### src/rtl/tetromino_bag_picker_if.sv
// Bus bundle between the 7-bag picker and its consumers: random input, pop handshake,
// head piece and preview window.
interface tetromino_bag_picker_if #(
  parameter int rand_width_p = 65,
  parameter int depth_p      = 3
);
  localparam int CW = $clog2(depth_p + 1);

  logic [rand_width_p-1:0] random_i;
  logic                    flush_i;
  logic                    ready_i;
  logic                    valid_o;
  logic [2:0]              piece_o;
  logic [3*depth_p-1:0]    preview_o;
  logic [CW-1:0]           count_o;

  modport master (
    input  random_i, flush_i, ready_i,
    output valid_o, piece_o, preview_o, count_o
  );

  modport slave (
    output random_i, flush_i, ready_i,
    input  valid_o, piece_o, preview_o, count_o
  );
endinterface

### src/rtl/tetromino_bag_picker.sv
// Fair 7-bag tetromino picker: filters a raw random stream into a preview queue where
// every run of 7 pieces holds IDs 0..6 once each.
module tetromino_bag_picker #(
  parameter int rand_width_p = 65,
  parameter int depth_p      = 3,
  parameter int max_tries_p  = 4
) (
  input  logic                   clk_i,
  input  logic                   reset_n_i,
  tetromino_bag_picker_if.master bus
);
  localparam int CW = $clog2(depth_p + 1);
  localparam int RW = $clog2(max_tries_p + 1);

  logic [depth_p-1:0][2:0] slots, slots_nxt;
  logic [CW-1:0]           count, count_nxt, wr_idx;
  logic [6:0]              bag, bag_nxt, bag_left;
  logic [7:0]              bag8;
  logic [RW-1:0]           retry, retry_nxt;
  logic [2:0]              cand, low, pick;
  logic                    draw, forced, cand_ok, push, pop;
  logic                    unused_rand;

  assign unused_rand = ^bus.random_i[rand_width_p-1:3];

  assign cand    = bus.random_i[2:0];
  assign bag8    = {1'b0, bag};
  assign draw    = (count < CW'(depth_p));
  assign forced  = (retry == RW'(max_tries_p));
  assign cand_ok = (cand != 3'd7) && bag8[cand];
  assign pick    = forced ? low : cand;
  assign push    = draw && (forced || cand_ok);
  assign pop     = (count != '0) && bus.ready_i;
  assign wr_idx  = count - CW'(pop);

  always_comb begin
    low = 3'd0;
    for (int i = 6; i >= 0; i--)
      if (bag[i]) low = 3'(i);
  end

  // Shift toward the head on pop, then the tail write lands on the slot freed by it.
  always_comb begin
    slots_nxt = slots;
    for (int k = 0; k < depth_p - 1; k++)
      if (pop) slots_nxt[k] = slots[k+1];
    if (pop) slots_nxt[depth_p-1] = 3'd7;
    if (push)
      for (int k = 0; k < depth_p; k++)
        if (CW'(k) == wr_idx) slots_nxt[k] = pick;
  end

  always_comb begin
    bag_left  = bag & ~(7'b1 << pick);
    bag_nxt   = bag;
    if (push) bag_nxt = (bag_left == 7'h00) ? 7'h7F : bag_left;
    retry_nxt = retry;
    if (push)      retry_nxt = '0;
    else if (draw) retry_nxt = retry + RW'(1);
    count_nxt = count + CW'(push) - CW'(pop);
  end

  always_ff @(posedge clk_i or negedge reset_n_i) begin
    if (!reset_n_i) begin
      slots <= '1;
      count <= '0;
      bag   <= 7'h7F;
      retry <= '0;
    end else if (bus.flush_i) begin
      slots <= '1;
      count <= '0;
      bag   <= 7'h7F;
      retry <= '0;
    end else begin
      slots <= slots_nxt;
      count <= count_nxt;
      bag   <= bag_nxt;
      retry <= retry_nxt;
    end
  end

  assign bus.preview_o = slots;
  assign bus.piece_o   = slots[0];
  assign bus.count_o   = count;
  assign bus.valid_o   = (count != '0);
endmodule
### src/flat_wrapper.sv
// flat-port wrapper written by rule: the top's interface ports become plain ports
module tetromino_bag_picker_flat 
#(
  parameter int rand_width_p = 65,
  parameter int depth_p      = 3,
  parameter int max_tries_p  = 4
)
  (clk_i, reset_n_i, bus_random_i, bus_flush_i, bus_ready_i, bus_valid_o, bus_piece_o, bus_preview_o, bus_count_o);
  tetromino_bag_picker_if #(.rand_width_p(rand_width_p), .depth_p(depth_p)) bus_i ();
  input  logic clk_i;
  input  logic reset_n_i;
  input wire logic [$bits(bus_i.random_i)-1:0] bus_random_i;
  input wire logic [$bits(bus_i.flush_i)-1:0] bus_flush_i;
  input wire logic [$bits(bus_i.ready_i)-1:0] bus_ready_i;
  output wire logic [$bits(bus_i.valid_o)-1:0] bus_valid_o;
  output wire logic [$bits(bus_i.piece_o)-1:0] bus_piece_o;
  output wire logic [$bits(bus_i.preview_o)-1:0] bus_preview_o;
  output wire logic [$bits(bus_i.count_o)-1:0] bus_count_o;
  assign bus_i.random_i = bus_random_i;
  assign bus_i.flush_i = bus_flush_i;
  assign bus_i.ready_i = bus_ready_i;
  assign bus_valid_o = bus_i.valid_o;
  assign bus_piece_o = bus_i.piece_o;
  assign bus_preview_o = bus_i.preview_o;
  assign bus_count_o = bus_i.count_o;
  tetromino_bag_picker #(.rand_width_p(rand_width_p), .depth_p(depth_p), .max_tries_p(max_tries_p)) u_core (.clk_i(clk_i), .reset_n_i(reset_n_i), .bus(bus_i));
endmodule
### config.mk
export PLATFORM = sky130hd
export DESIGN_NAME = tetromino_bag_picker_flat
export DESIGN_NICKNAME = d
export VERILOG_FILES = /design/src/rtl/tetromino_bag_picker_if.sv /design/src/rtl/tetromino_bag_picker.sv /design/src/flat_wrapper.sv
export SDC_FILE = /design/constraint.sdc
export NUM_CORES = 1
export LEC_CHECK = 0
export ABC_AREA = 1
export CORE_ASPECT_RATIO = 1.5
export CORE_MARGIN = 1
export CORE_UTILIZATION = 38
export CTS_CLUSTER_DIAMETER = 120
export DETAILED_ROUTE_END_ITERATION = 8
export GPL_TIMING_DRIVEN = 0
export PLACE_DENSITY_LB_ADDON = 0.05
export SLEW_MARGIN = 40
export SYNTH_ARGS = -nofsm -noshare
export SYNTH_HDL_FRONTEND = slang
export SYNTH_SLANG_ARGS = --single-unit
### constraint.sdc
create_clock -name clk_i -period 2.3 [get_ports clk_i]
set_input_delay 0.23 -clock clk_i [delete_from_list [all_inputs] [get_ports clk_i]]
set_output_delay 0.23 -clock clk_i [all_outputs]
set_load 0.03 [all_outputs]
==> impl_summary.md <==
Status
The run finished with clean final reports.

Synth
The post-synthesis xor/xnor area fraction is less than 1%. The mapped netlist covers roughly 1400 sq um. Yosys printed 0 warnings. By area, the combinational part of the netlist is dominated by simple AND/OR/NAND/NOR gates. Summing the areas of all compound-gate instances in the mapped netlist gives about 16% of the synthesized area. The portion of synthesized area spent on multiplexers is 0%.

The synthesized instance count is 190. After synthesis the netlist holds a flip-flop and latch count of 21. For this run, the register share of the synthesized area comes to 38.1%. The number of different library cells used by synthesis comes to 29. The area share of and/or/nand/nor cells after synthesis is approximately a third. The adder-cell share of the synthesized area is about 3.5%. The mean instance size in the synthesized netlist is 7.53 sq um. When the netlist entered floorplanning its net count stood at 263.

Setup path
STA classifies the critical path startpoint as a flop. STA classifies the critical path endpoint as a flop. The endpoint required time on the critical path is roughly 2.5 ns. The kind of critical path is reg2reg. For the worst setup path, the data arrival time is ~2.2 ns. Of all nets on the critical path, the largest fanout is 5.

Die
The die width is between 50 and 60 microns. The number of ports placed on the die boundary is 84. The die covers about 4000 sq um. In this run the core area contains 26 standard-cell rows. The area of the core is approximately 3500 sq um. For this configuration, the core starts out at a cell density of 40.7%. The die is between 70 and 80 microns tall.

Run
The number of max-capacitance violations reported is 0.

Global routing
After global routing the overflow that remains totals 0. The first global-routing pass estimated ~5.4 mm of wire. The maximum number of pins on one net before global-route repair is 22. The initial antenna violation count is 0. The via count of the first global-routing pass is 1,238.

Global routing used between 10% and 20% of the available tracks.

Clock tree
The cell at the root of the clock tree is clkbuf_8. The clock edge transition at the registers on the reported setup and hold paths is roughly 0.080 ns. The number of H-tree levels is 1. The largest buffer count on any clock path is 2. Clock tree synthesis inserted a total of 3 buffers. TritonCTS built the clock tree. The source-to-sink clock delay at the later pin of the worst-skew pair is around 0.26 ns.

The number of sinks driven by the clock tree is 21.

Power and ir drop
The internal power contribution is about 1100 uW. The share of total power in the clock network is approximately an eighth. Net switching is approximately 44% of the power. Combinational cells account for between 50% and 60% of the total power.

The total power per unit cell area is ~1100 nW/um^2. For this design the total switching power over the nets is a little under 900 uW. The cell leakage power is 0.000821 uW.

IR analysis of the VDD net gives a maximum drop of 0.561 mV. Per report_power, the sequential group accounts for 30.5% of the total.

Timing
The number of hold violations in the final report is 0. Setup repair after global routing left no endpoint under its margin. The count of pins over their slew limit came to 0. Headroom to the max-slew limit came out at roughly 69%. The upper clock frequency limit is 0.485 GHz. For the pin with the worst max-slew slack, the measured transition is between 0.4 and 0.5 ns. The clock skew after layout is between 0.003 and 0.004 ns.

The worst setup slack after layout is 0.237 ns. After layout, the minimum clock period comes to slightly above 2 ns. After layout, the worst path uses around nine tenths of the clock period. The sum of negative setup slack is 0 ns. The number of setup violations in the final report is 0.

Routing
The overall routed net length is 3.20 mm. After detailed routing, the number of remaining DRC violations is 0. After detailed routing, the number of vias per cell comes to between 5 and 6. In this run the remaining antenna-violating nets after routing total 0. The number of iterations in the first detailed-routing pass is 4. For this block, the initial DRC count from the detailed router was 22. The number of vias after detailed routing is approximately 1,300. In the final routed layout, each cell accounts on average for 12.3 microns.

Worst hold path
The tightest min-delay check is of the in2async type.

Finish
The number of antenna repair diodes is 0. In the final layout, the share of cells above drive strength 1 is between 20% and 30%. The number of nets at the end of the flow is just under 300. From synthesis to final layout, the design area changed by 24.7%. At the end of the flow the core is filled with cells to between 50% and 60%. The area of all placed cells without fillers is between 1500 and 2000 sq um.

Place
Before CTS, the worst setup slack after placement is -0.205 ns. The congestion estimate from routability-driven global placement came to 0.865. The placed instance area is approximately 1700 sq um.

The count of input and output buffers is 21. After legalization and detailed placement, the total HPWL measured between 2 and 3 mm.
## worst max-delay path, cell delays in order, from the launching register on
cell and delay, ns:
dfrtp_1 0.42, inv_1 0.10, nand2_2 0.06, nand2_2 0.10, clkinvlp_4 0.11, ha_1 0.20, or2_2 0.27, nand2_1 0.06
inv_1 0.10, nor3_2 0.23, inv_1 0.13, a21oi_1 0.13, o21ai_0 0.09
## synth_stat cells
library cell / number / share of area (%)
inv_1: 21 / 5.5
clkbuf_1: 2 / 0.53
nor3_2: 1 / 0.70
a21oi_1: 5 / 1.7
nor2_1: 21 / 5.5
ha_1: 4 / 3.5
o21ai_0: 9 / 3.1
nand4_1: 1 / 0.44
nand3_2: 1 / 0.70
or2_2: 3 / 1.3
nor3_1: 2 / 0.70
dfrtp_1: 5 / 8.7
clkinv_1: 1 / 0.26
buf_4: 3 / 1.6
nand2_2: 7 / 3.1
dfstp_2: 16 / 29
inv_2: 4 / 1.0
nand2_4: 1 / 0.79
nor2_4: 1 / 0.79
nand3_1: 17 / 5.9
a21oi_2: 9 / 5.5
nor2_2: 1 / 0.44
xor2_1: 1 / 0.61
nor3_4: 1 / 1.1
o21ai_2: 1 / 0.61
o211ai_1: 9 / 4.7
nand2_1: 41 / 11
inv_4: 1 / 0.44
o21ai_1: 1 / 0.35
## flip-flops by register name, indices dropped and copies added, names as in the netlist
name	cells
u_core.bus.piece_o	3
u_core.bus.preview_o	6
u_core.retry	3
u_core.bag	7
u_core.bus.count_o	2
## routing by layer
layer,share of wire (%),wire (microns),vias to the layer above,GRT usage (%)
li1,-,-,674,-
met1,41,1300,601,20.5
met2,55,1750,27,32.4
met3,3.6,115,2,1.98
met4,0.78,25,0,5.14
met5,0,0,-,0
## power by group through the flow
stage | clock, uW | sequential, uW | combinational, uW
2_1_floorplan | 0 | 780 | 570
3_3_place_gp | 0 | 615 | 1090
3_5_place_dp | 0 | 623 | 1100
4_1_cts | 248 | 618 | 1120
5_1_grt | 265 | 635 | 1280
6_report | 242 | 617 | 1170
## final cells by class
type                    instances  area, sq um
well taps                      42         52.6
flip-flops and latches         21          547
inverters                      27          108
clock buffers                   4         45.0
multi-input cells             137          767
plain buffers                   4         26.3
repair buffers                 25          238
fillers                       369         1730
## cells by family after synthesis
group,after synthesis
AND/OR/NAND/NOR,98
AO/OA/AOI/OAI,34
buffers and inverters,32
flip-flops,21
adder cells (fa/ha/maj),4
XOR/XNOR,1
## per-stage QoR
| step | std cells | hold WS [ns] | total power, uW |
|---|---|---|---|
| after floorplan | 190 | -0.0656 | 1350 |
| after global placement | 253 | 0.527 | 1710 |
| after detailed placement | 253 | 0.215 | 1720 |
| after CTS | 257 | 0.468 | 1980 |
| after global routing | 260 | 0.499 | 2190 |
| final | 260 | 0.455 | 2030 |
## path summary, 6_finish.rpt
check	cells past startpoint	slack, ns	end	from
max reg2reg	12	0.24	u_core.bus.preview_o[4]	u_core.bus.count_o[0]
min in group clk_i	2	0.54	u_core.bag[3]	u_core.bag[3]
max	12	0.24	u_core.bus.preview_o[4]	u_core.bus.count_o[0]
min reg2reg	2	0.54	u_core.bag[3]	u_core.bag[3]
min	2	0.46	u_core.bus.count_o[0]	reset_n_i
max in group asynchronous	2	1.50	u_core.bag[1]	reset_n_i
## cells in the final DEF, fill, tap and decap left out
cell             netlist  routed
dfrtp_1                5       4
inv_2                  4       4
nor3_4                 1       2
or2_2                  3       3
nor2_4                 1       1
nor3_1                 2       1
nand3_2                1       1
clkbuf_8               0       3
o21ai_0                9       9
clkbuf_1               2       2
dfrtp_2                0       1
o21ai_1                1       1
clkinvlp_4             0       1
nand2_1               41      39
ha_1                   4       4
clkinv_1               1       1
nand3_1               17      17
nand2_4                1       1
inv_4                  1       1
nand4_1                1       1
inv_1                 21      20
o21ai_2                1       1
nor2_2                 1       1
buf_2                  0       1
o211ai_1               9       9
nand2_2                7       9
nor3_2                 1       1
a21oi_2                9       9
xor2_1                 1       1
buf_4                  3       6
dlygate4sd3_1          0       1
a21oi_1                5       5
dfstp_2               16      16
clkdlybuf4s50_1        0      20
nor2_1                21      21
## what timing repair did
action / 4_1_cts / 5_1_grt
hold buffers: 1 / 0
setup buffers: 0 / 3
hold endpoints to repair: 5 / 0
endpoints found under the setup margin: 6 / 6
gates resized for setup: 1 / 4
pin swaps: 0 / 2
Note: power is estimated with default switching activity, not from simulation.
